`src/rtl/piso_pkg.sv`:
```
// piso_pkg: shared state encoding, reset constants and counter sizing for piso_serializer.
package piso_pkg;

    typedef enum logic {
        IDLE  = 1'b0,
        SHIFT = 1'b1
    } state_t;

    localparam state_t RST_STATE = IDLE;
    localparam logic   RST_BIT   = 1'b0;

    // Counter must hold FRAME_LEN-1; never narrower than one bit.
    function automatic int cnt_width(input int frame_len);
        return (frame_len <= 2) ? 1 : $clog2(frame_len);
    endfunction

endpackage

```
`src/rtl/piso_serializer.sv`:
```
// piso_serializer: valid/ready parallel-in, MSB-first serial-out transmitter.
// Define PISO_PARITY_EN to append an even-parity bit after the data LSB.
module piso_serializer
    import piso_pkg::*;
#(
    parameter int WIDTH = 8
) (
    input  logic             clk,
    input  logic             clear,
    input  logic             load_valid,
    output logic             load_ready,
    input  logic [WIDTH-1:0] load_data,
    output logic             ser_q,
    output logic             ser_valid,
    output logic             ser_last,
    output logic             busy
);

`ifdef PISO_PARITY_EN
    localparam int FRAME_LEN = WIDTH + 1;
`else
    localparam int FRAME_LEN = WIDTH;
`endif
    localparam int CW = cnt_width(FRAME_LEN);

    state_t                 r_state, w_state_nx;
    logic [FRAME_LEN-1:0]   r_shift, w_shift_nx, w_frame;
    logic [CW-1:0]          r_cnt, w_cnt_nx;
    logic                   w_xfer;

    // Parity rides in the shift register's LSB so it leaves right after the data LSB.
`ifdef PISO_PARITY_EN
    assign w_frame = {load_data, ^load_data};
`else
    assign w_frame = load_data;
`endif

    assign ser_valid  = (r_state == SHIFT);
    assign busy       = (r_state == SHIFT);
    assign ser_last   = (r_state == SHIFT) && (r_cnt == '0);
    assign load_ready = (r_state == IDLE) || ser_last;
    assign ser_q      = r_shift[FRAME_LEN-1];
    assign w_xfer     = load_valid && load_ready;

    always_comb begin
        w_state_nx = r_state;
        w_shift_nx = r_shift;
        w_cnt_nx   = r_cnt;
        if (w_xfer) begin
            w_state_nx = SHIFT;
            w_shift_nx = w_frame;
            w_cnt_nx   = CW'(FRAME_LEN - 1);
        end else if (r_state == SHIFT) begin
            w_shift_nx = r_shift << 1;
            w_cnt_nx   = ser_last ? '0 : r_cnt - CW'(1);
            w_state_nx = ser_last ? IDLE : SHIFT;
        end
    end

    always_ff @(posedge clk) begin
        if (clear) begin
            r_state <= RST_STATE;
            r_shift <= {FRAME_LEN{RST_BIT}};
            r_cnt   <= '0;
        end else begin
            r_state <= w_state_nx;
            r_shift <= w_shift_nx;
            r_cnt   <= w_cnt_nx;
        end
    end

endmodule

```
`config.mk`:
```
export PLATFORM = sky130hd
export DESIGN_NAME = piso_serializer
export DESIGN_NICKNAME = d
export VERILOG_FILES = /design/src/rtl/piso_pkg.sv /design/src/rtl/piso_serializer.sv
export SDC_FILE = /design/constraint.sdc
export NUM_CORES = 1
export LEC_CHECK = 0
export CORE_AREA = 2 2 42 44
export DETAILED_ROUTE_END_ITERATION = 12
export DIE_AREA = 0 0 44 46
export MAX_ROUTING_LAYER = met4
export PLACE_DENSITY_LB_ADDON = 0.2
export SYNTH_ARGS = -nofsm -noshare
export SYNTH_HDL_FRONTEND = slang
export SYNTH_SLANG_ARGS = --single-unit
export TNS_END_PERCENT = 5
```
`constraint.sdc`:
```
create_clock -name clk -period 1.7 [get_ports clk]
set_clock_uncertainty 0.15 [all_clocks]
set_input_delay 0.51 -clock clk [delete_from_list [all_inputs] [get_ports clk]]
set_output_delay 0.51 -clock clk [all_outputs]
set_load 0.01 [all_outputs]
```
==> flow_summary.toml <==
[cts]
htreeDepth = 1
cts-root-buf = "clkbuf_4"
clk_latency_ns = 0.27
numCtsBuffers = 3
clock_path_buffers = 2
cts_tree = "done"
path_clk_slew_ns = 0.08
cts.sinks = 12

[synthesis]
syn_inst = 80
yosys_register_bits = 12
yosys_warnings = 0
synth_xor_area_frac = 0
synth_top_family_by_area = "compound AO/OA/AOI/OAI gates"
synth_mux_area_frac = 0.0278
syn_area_um2 = 721
synth.distinct_cells = 24
synthAdderAreaFrac = 0.0347
synth-compound-area-share = 0.321
synth.net_count = 93
synthSimpleGateAreaFrac = 0.146
yosysSeqAreaShare = 0.333
avgSynthCellArea_um2 = 9.01

[timing]
setup_tns_ns = -0.153
finalCriticalPeriod_ns = 1.84
max_freq_mhz = 544
finalCritPeriodShare = 1.08
hold_viol = 0
setup_viol = 2
layout_setup_ws_ns = -0.138
timing.slew.headroom = 0.816
final_max_slew_viol_count = 0
rsz0062_at_grt = "yes"
worstMarginPinSlew_ns = 0.276

[critical_path]
arrival_ns = 1.18
worstSetupPathDepth = 6
start_kind = "flop"
reg2reg_depth = 6
critical_path.max_fanout = 3
setup.worst_path.start = "r_cnt[1]"
path_buf_inv = 3
crit_type = "reg -> out"
cp_cell_sequence = "inv_2 -> ha_4 -> nand2b_4 -> buf_6 -> nor2_4 -> buf_6"
end_kind = "primary output"
crit_end = "ser_last"
slowest_stage = "dfxtp_2"
critPathTopFamily = "flip-flops"
r2r_slack_ns = 0.11
crit_top_cell = "buf_6"
r2r-start = "r_cnt[1]"
max_stage_delay_ns = 0.33
crit_required_ns = 1.04
reg2reg_to = "r_shift[6]"

[status]
status = "finished, violations left"
violations = "setup timing"

[placed_design]
routabilityCongestion = 0.768
place_ws_ns = -0.364
place_area_um2 = 967
port_buffers = 15
place_hpwl_um = 1190

[routing]
drcViolationCount = 0
antenna_violating_nets_post_route = 0
drt_iter0_drc = 11
via_per_inst = 5.05
vias = 641
routed_wl_um = 1620
drtPass1Iterations = 4
avgRoutedWirePerCell_um = 12.7

[power]
powerDensity_mw_per_mm2 = 752
peakVddDrop_v = 0.000451
p_leak_nw = 0.477

[finish]
drive_gt1_frac = 0.373
nets = 125
n_antenna_cell = 0
area_growth_pct = 44.4
final_common_cell = "buf_4"
final_cell_mix = "16 x buf_4, 11 x inv_1, 9 x nor2_1, 9 x clkdlybuf4s50_1, 9 x dfxtp_1"
final_area_mm2 = 0.00104

[floorplan]
die_h_um = 46
initial_core_util = 0.447
dieArea_mm2 = 0.00202
rows = 15
ios = 16
die_w_um = 44
coreArea_mm2 = 0.00161

[flow_run]
drv_cap = 0

[global_route]
grt_pass1_vias = 674
grt_pass1_wl_um = 2660
grtUsageTotal = 0.186
grt_max_degree = 14
antenna_found_initial = 0
grt-ovfl-total = 0

[worst_hold_path]
min_path_type = "reg -> reg"
## worst reg2reg max path, delay by kind of cell, from the launching register on
kind	cells	cell delay [ns]
compound gates	1	0.37
fa+ha+maj	1	0.15
buf+inv	2	0.18
flops	1	0.33
simple gates	2	0.31
## final cells by class
| cell class | count | area [µm²] |
|---|---|---|
| timing repair buffer | 33 | 295 |
| inverter | 13 | 48.8 |
| fill | 143 | 573 |
| tap | 17 | 21.3 |
| clock buffer | 3 | 22.5 |
| multi-input combinational | 49 | 409 |
| sequential | 12 | 244 |
## metal layers
metal / global-route usage / vias up / part of all wire
li1: - / 339 / -
met1: 0.223 / 288 / 0.46
met2: 0.288 / 12 / 0.49
met3: 0.0397 / 2 / 0.045
met4: 0.103 / 0 / 0.0093
met5: - / - / 0
## cells by family (layout without fill, tap and decap cells)
family	count (synthesis)	count (layout)
flip-flops	12	12
multiplexers	2	2
adder cells (fa/ha/maj)	2	2
AND/OR/NAND/NOR	23	23
AO/OA/AOI/OAI	22	22
buffers and inverters	19	49
## per-stage QoR
step | hold slack (ns) | util | cells | power (W)
floorplan | 0.299 | - | 80 | 0.000478
global placement | 0.318 | 0.599 | 121 | 0.000576
detailed placement | 0.315 | 0.599 | 121 | 0.000581
CTS | 0.328 | 0.613 | 125 | 0.000755
global route | 0.356 | 0.645 | 127 | 0.000829
finish | 0.326 | 0.645 | 127 | 0.000783
## flip-flops by register name, summed over array words and instances, names as in the netlist
signal and flops:
r_shift 8, r_cnt 3, busy 1
## synthesized netlist by cell type (all sizes together)
library cell  number  area (µm²)
a2111oi            7         105
a211oi             4        30.0
a21oi              1        5.00
a21o               1        7.51
dfxtp             12         240
nand2b             1        6.26
buf                6        50.0
nand3b             1        7.51
o211a              6        60.1
a31o               1        8.76
inv               13        48.8
and2b              1        8.76
ha                 2        25.0
nand2              7        26.3
mux2i              2        20.0
o22a               1        8.76
nor3               2        10.0
and2               1        8.76
a31oi              1        6.26
nor2              10        37.5
## report_power, final
part	internal [W]	total (W)	switching [W]
logic	0.000158	0.000285	0.000127
clock network	0.0000818	0.000174	0.0000926
registers	0.000311	0.000323	0.0000122
## repair_timing
action | CTS | global route
endpoints found under the setup margin | 13 | 7
cloned | 0 | 0
hold buffers | 0 | 0
resized for setup | 12 | 13
pin swaps | 0 | 1
buffers inserted | 1 | 2
## worst min path at each step
stage	start	to	slack (ns)	depth (start not counted)
finish	r_shift[6]	r_shift[7]	0.33	2
detailed placement	r_shift[6]	r_shift[7]	0.31	2
floorplan	r_shift[0]	r_shift[1]	0.30	2
global route	r_shift[6]	r_shift[7]	0.36	2
global placement	r_shift[5]	r_shift[6]	0.32	2
CTS	r_shift[6]	r_shift[7]	0.33	2
(Power assumes the default switching activity.)
